--- config.mk ---
export PLATFORM = sky130hd
export DESIGN_NAME = seven_seg_scanner
export DESIGN_NICKNAME = d
export VERILOG_FILES = /design/src/rtl/seven_seg_scanner.sv
export SDC_FILE = /design/constraint.sdc
export NUM_CORES = 1
export LEC_CHECK = 0
export CORE_ASPECT_RATIO = 0.9
export CORE_MARGIN = 2
export CORE_UTILIZATION = 60
export DETAILED_ROUTE_END_ITERATION = 10
export MAX_ROUTING_LAYER = met4
export PLACE_DENSITY_LB_ADDON = 0.25
export SLEW_MARGIN = 20
export SYNTH_ARGS = -nofsm -noshare
export SYNTH_HDL_FRONTEND = slang
export SYNTH_SLANG_ARGS = --single-unit
--- constraint.sdc ---
create_clock -name clk -period 4 [get_ports clk]
set_input_delay 1.2 -clock clk [delete_from_list [all_inputs] [get_ports clk]]
set_output_delay 1.2 -clock clk [all_outputs]
set_load 0.03 [all_outputs]
--- src/rtl/seven_seg_scanner.sv ---
// Four-digit multiplexed seven-segment driver: cycles the anodes, decodes BCD digits
// from a per-frame shadow copy of the inputs, and blanks leading zeros when asked to.
module seven_seg_scanner #(
   parameter int REFRESH_DIV = 100000
) (
   input  logic       clk,
   input  logic       rst_n,
   input  logic [3:0] thousands,
   input  logic [3:0] hundreds,
   input  logic [3:0] tens,
   input  logic [3:0] ones,
   input  logic [3:0] dp_in,
   input  logic       blank_en,
   output logic [3:0] an,
   output logic [6:0] seg,
   output logic       dp,
   output logic       frame_tick
);

   localparam int             CW     = $clog2(REFRESH_DIV);
   localparam logic [CW-1:0]  TC_VAL = CW'(REFRESH_DIV - 1);
   localparam logic [6:0]     SEG_OFF  = 7'b1111111;
   localparam logic [6:0]     SEG_DASH = 7'b0111111;

   logic [CW-1:0]   r_presc;
   logic [1:0]      r_idx;
   logic [3:0][3:0] r_sh_dig;
   logic [3:0]      r_sh_dp;
   logic            r_sh_blank;
   logic            r_frame_tick;
   logic [3:0]      r_an;
   logic [6:0]      r_seg;
   logic            r_dp;

   logic            w_tc;
   logic            w_frame_end;
   logic [3:1]      w_nz;
   logic [3:0]      w_blank;
   logic [3:0][6:0] w_seg_dig;

   function automatic logic [6:0] f_decode(input logic [3:0] d);
      logic [6:0] s;
      case (d)
         4'd0:    s = 7'b1000000;
         4'd1:    s = 7'b1111001;
         4'd2:    s = 7'b0100100;
         4'd3:    s = 7'b0110000;
         4'd4:    s = 7'b0011001;
         4'd5:    s = 7'b0010010;
         4'd6:    s = 7'b0000010;
         4'd7:    s = 7'b1111000;
         4'd8:    s = 7'b0000000;
         4'd9:    s = 7'b0010000;
         default: s = SEG_DASH;
      endcase
      return s;
   endfunction

   assign w_tc        = (r_presc == TC_VAL);
   assign w_frame_end = w_tc && (r_idx == 2'd3);

   always_ff @(posedge clk or negedge rst_n) begin
      if (!rst_n) begin
         r_presc <= '0;
         r_idx   <= 2'd0;
      end else begin
         r_presc <= w_tc ? '0 : r_presc + 1'b1;
         if (w_tc) begin
            r_idx <= r_idx + 2'd1;
         end
      end
   end

   // Inputs are sampled only at the frame boundary so a frame never mixes old and new values.
   always_ff @(posedge clk or negedge rst_n) begin
      if (!rst_n) begin
         r_sh_dig     <= '0;
         r_sh_dp      <= 4'b0000;
         r_sh_blank   <= 1'b0;
         r_frame_tick <= 1'b0;
      end else begin
         r_frame_tick <= w_frame_end;
         if (w_frame_end) begin
            r_sh_dig   <= {thousands, hundreds, tens, ones};
            r_sh_dp    <= dp_in;
            r_sh_blank <= blank_en;
         end
      end
   end

   // A digit is blanked only while it and every more-significant digit are zero.
   assign w_blank[0] = 1'b0;

   genvar gi;
   generate
      for (gi = 1; gi < 4; gi++) begin : g_blank
         assign w_nz[gi]    = (r_sh_dig[gi] != 4'd0);
         assign w_blank[gi] = r_sh_blank & ~(|w_nz[3:gi]);
      end
      for (gi = 0; gi < 4; gi++) begin : g_decode
         assign w_seg_dig[gi] = w_blank[gi] ? SEG_OFF : f_decode(r_sh_dig[gi]);
      end
   endgenerate

   always_ff @(posedge clk or negedge rst_n) begin
      if (!rst_n) begin
         r_an  <= 4'b1111;
         r_seg <= SEG_OFF;
         r_dp  <= 1'b1;
      end else begin
         r_an  <= ~(4'b0001 << r_idx);
         r_seg <= w_seg_dig[r_idx];
         r_dp  <= ~r_sh_dp[r_idx];
      end
   end

   assign an         = r_an;
   assign seg        = r_seg;
   assign dp         = r_dp;
   assign frame_tick = r_frame_tick;

endmodule

; Word-level counts from Yosys, hierarchy flattened
; Memory sizes are Yosys's and may differ from the RTL's.
; Cells that the tools add are included.
[classes]
n_lt_le_gt_ge = 1
n_eq_ne = 2
n_shift = 1
n_bitwise = 8
add_sub_neg = 2
reduce_logical = 6
n_mux = 8
[ops]
columns = operator, count
row1 = $mux W7, 4
row2 = $add A17 B1 Y17 const B, 1
row3 = $eq A17 B17 Y1 const B, 1
row4 = $mux W17, 1
row5 = $bmux W7 S2, 1
row6 = $reduce_bool A4 Y1, 3
row7 = $not A1 Y1, 4
row8 = $not A4 Y4, 1
row9 = $shl A1 B2 Y4 const A, 1
row10 = $and A1 B1 Y1, 3
row11 = $lt A2 B3 Y1 const B, 1
row12 = $reduce_or A3 Y1, 1
row13 = $add A2 B1 Y2 const B, 1
row14 = $bmux W1 S2, 1
row15 = $eq A2 B2 Y1 const B, 1
row16 = $reduce_or A2 Y1, 1
row17 = $logic_and A1 B1 Y1, 1
row18 = $mux W1, 1
[totals]
output_inout_bits = 13
input_bits = 23
ff_bits = 53
memories = 4
rom_bits = 448
elab_cells = 44
[mem_list]
columns = name, words, word_bits, read_ports, rd_ports_with_merged_regs, wr, line_no
row1 = (no name shown), 16, 7, 1, 0, 0, 43  ; case (d)
row2 = (no name shown), 16, 7, 1, 0, 0, 43
row3 = (no name shown), 16, 7, 1, 0, 0, 43
row4 = (no name shown), 16, 7, 1, 0, 0, 43

; Longest topological paths before layout
[depth]
depth_word = 7
ltp_mapped = 7
ltp_nobuf = 6

; Least setup slack after synthesis
; OpenSTA, ideal clock, no wires.
[synth_path]
kind = flip-flop to flip-flop
startpoint = reg r_presc[0]
endpoint = reg r_sh_dig[0] (netlist name)
arrival_ns = 1.770
stages_incl_launch_ff = 8
required_time_ns = 3.875
slack_ns = 2.105
n_path_buf = 2
setup_ns = 0.125
synth_period_minus_slack_ns = 1.895
cell_sequence = dfrtp_1 > ha_1 > and4_1 > buf_4 > nand2_4 > nor4_4 > buf_6 > mux2_2
[synth_via]
elab_chain_cells = 2
[synth_lines]
columns = element, line_no
row1 = start: declaration, 25  ; logic [CW-1:0] r_presc;
row2 = start signal: assignment, 67  ; r_presc <= w_tc ? '0 : r_presc + 1'b1;
row3 = $eq A17 B17 Y1, 59  ; assign w_tc = (r_presc == TC_VAL);
row4 = $logic_and A1 B1 Y1, 60  ; assign w_frame_end = w_tc && (r_idx == 2'd3);
row5 = end signal: assignment, 84  ; r_sh_dig <= {thousands, hundreds, tens, ones};
row6 = end: declaration, 27  ; logic [3:0][3:0] r_sh_dig;
; Every way passes these cells.
; A chain may end at the register's enable or synchronous reset.

; Worst setup path after layout
[layout_path]
startpoint = reg r_seg[4] (netlist: seg[4])
endpoint = out seg[4]
[layout_lines]
columns = element, line_no
row1 = start: declaration, 32  ; logic [6:0] r_seg;
row2 = start signal: assignment, 112  ; r_seg <= w_seg_dig[r_idx];
row3 = end: declaration, 15  ; output logic [6:0] seg,
; No word-level cell between the ends.

==> results.yml <==
status:
  status: "complete, no violations"
logic_synthesis:
  avgSynthCellArea_um2: 10.5
  synth.net_count: 342
  ys_ff_latch: 53
  seq_area_frac_synth: 0.434
  yosys_warnings: 0
  synthArstFlopShare: 1.00
  synth-edff-count: 0
  syn_area_um2: 3090
  ys.flop_type: "dfrtp_1"
  synth_cell_types: 51
  synth_cells: 294
clocking:
  clkTransAtPathRegs_ns: 0.09
  cts_root_buffer: "clkbuf_8"
  hold_buffers: 0
  htreeDepth: 2
  cts_repair_resize_count: 0
  cts_setup_buffers: 0
  numCtsBuffers: 5
  clk_latency_ns: 0.30
  tritoncts: "yes"
  clock_sinks: 53
  clockBufferDepth: 2
drt:
  drc: 0
  ant_nets: 0
  wl_um: 5750
  initialDrtViolationCount: 222
  avgRoutedWirePerCell_um: 14.7
  vias: 2214
  dr.pass1.iters: 4
  avgViaCountPerCell: 5.68
grt:
  antenna_found_initial: 0
  gr-total-overflow: 0
  use_met1: 0.324
  met2_usage: 0.323
  grt_max_degree: 39
  grt_pass1_vias: 2024
  grt_pass1_wl_um: 9590
  grt-busiest-layer: "met1"
  use_met3: 0.0373
  gr-usage-all-layers: 0.223
sta:
  fin_tns_setup_ns: 0
  fmax_mhz: 371
  final_max_slew_viol_count: 0
  finalHoldViolations: 0
  worst_pin_slew_ns: 0.805
  min_period_over_period: 0.674
  holdWs_ns: 0.500
  finalSetupViolCount: 0
  max_slew_margin: 0.463
  fin_crit_ns: 2.70
  skew_ns: 0.00500
  rsz0062_at_grt: "false"
placed_design:
  dp_cells: 382
  finalWeightedCongestion: 0.903
  portBuffers: 35
  place_hpwl_um: 4250
final_layout:
  area_delta_synth_final_pct: 14.7
  final_common_cell: "dfrtp_1"
  nNetsFinal: 372
  layout_common_cells: "dfrtp_1 (41), clkdlybuf4s50_1 (34), ha_1 (25)"
  utilization: 0.725
  diodes: 0
  layout-drive-gt1-share: 0.166
  layout.cells.non_filler: 390
floorplanning:
  start_util: 0.632
  fp.dieArea_um2: 5740
  ios: 36
  core_area_um2: 4890
  row_count: 24
  die-height_um: 72.1
  die_w_um: 79.7
setup_path:
  worst_path_max_delay_cell: "clkdlybuf4s50_1"
  path_cells: "clkdlybuf4s50_1"
  worst-path-buf-inv: 1
  path_delay_family: "buffers and inverters"
  worstSetupEndpointType: "output port"
  required_ns: 2.80
  path_class: "reg2out"
  start_kind: "flop"
  crit_fanout: 1
  cp_data_arrival_time_ns: 1.50
  slowest_delay_ns: 0.66
power:
  finalPower_uw: 865
  p_per_area_nw_per_um2: 244
  ir_worst_vdd_mv: 0.190
  p_leak_nw: 1.55
worst_hold_path:
  hp-class: "reg2reg"
flow_run:
  cap_violations: 0
cells in the mapped netlist, drive strengths merged (2+ instances only):
| cell | instances | area [µm²] |
|---|---|---|
| inv | 17 | 63.8 |
| dfrtp | 41 | 1030 |
| nand4 | 3 | 25.0 |
| dfstp | 12 | 315 |
| nand2 | 18 | 75.1 |
| o21ai | 7 | 35.0 |
| or2 | 2 | 12.5 |
| and4 | 2 | 17.5 |
| nand2b | 10 | 62.6 |
| nand3 | 6 | 30.0 |
| nor2 | 18 | 67.6 |
| nand3b | 2 | 15.0 |
| o32ai | 4 | 35.0 |
| clkbuf | 9 | 33.8 |
| a211oi | 7 | 52.6 |
| buf | 6 | 47.5 |
| o221ai | 3 | 26.3 |
| o21a | 2 | 15.0 |
| nor2b | 9 | 56.3 |
| nor3 | 10 | 50.1 |
| ha | 25 | 313 |
| a21oi | 17 | 88.8 |
| or3 | 2 | 17.5 |
| nor3b | 2 | 15.0 |
| and3 | 2 | 12.5 |
| xnor2 | 8 | 70.1 |
| nor4 | 2 | 27.5 |
| mux2 | 22 | 248 |
| o31ai | 6 | 45.0 |
| xor2 | 6 | 52.6 |
cell families after synthesis:
kind of cell | share of synthesized area
adder cells (fa/ha/maj) | 0.101
AND/OR/NAND/NOR | 0.170
multiplexers | 0.0907
XOR/XNOR | 0.0397
AO/OA/AOI/OAI | 0.117
buffers and inverters | 0.0482
flip-flops | 0.434
sequential cells by signal, summed over array words and instances (netlist names):
name        flops
an              4
frame_tick      1
r_idx           2
seg             7
r_sh_dig       16
r_sh_dp         4
r_presc        17
r_sh_blank      1
dp              1
routing by layer:
| layer | routed length (µm) | part of all wire |
|---|---|---|
| met5 | 0 | 0 |
| met4 | 78 | 0.014 |
| met3 | 308 | 0.054 |
| met2 | 2560 | 0.45 |
| met1 | 2790 | 0.49 |
path summary, 6_finish.rpt:
path	start	slack (ns)	depth (start not counted)	end
max in group asynchronous	rst_n	2.25	2	seg[4]$_DFF_PN1_
worst max register to register	r_presc[0]$_DFF_PN0_	1.57	6	r_sh_dig[15]$_DFFE_PN0P_
worst max-delay path	seg[4]$_DFF_PN1_	1.30	1	seg[4]
min in group asynchronous	rst_n	0.97	1	r_sh_dig[3]$_DFFE_PN0P_
worst min-delay path	r_presc[4]$_DFF_PN0_	0.50	1	r_presc[4]$_DFF_PN0_
worst min register to register	r_presc[4]$_DFF_PN0_	0.50	1	r_presc[4]$_DFF_PN0_
layout make-up:
| cell class | instances | area (µm²) |
|---|---|---|
| fill | 345 | 1350 |
| inverter | 18 | 67.6 |
| clock buffer | 6 | 72.6 |
| sequential | 53 | 1340 |
| timing repair buffer | 38 | 368 |
| tap | 65 | 81.3 |
| clock inverter | 2 | 15.0 |
| multi-input combinational | 208 | 1600 |
metrics by stage:
stage                     worst slack [ns]  cell area (µm²)
after floorplan                       2.11             3090
after global placement                1.64             3460
after detailed placement              1.58             3460
after CTS                             1.28             3550
after global routing                  1.27             3550
final                                 1.30             3550
where the power goes:
group	total, mW	switching (mW)	leakage, nW	internal [mW]
clock	0.298	0.174	0.0374	0.124
sequential	0.536	0	0.683	0.536
combinational	0.0313	0.0125	0.826	0.0188
total	0.865	0.186	1.55	0.678
No activity file was read; power rests on OpenSTA's default activity.
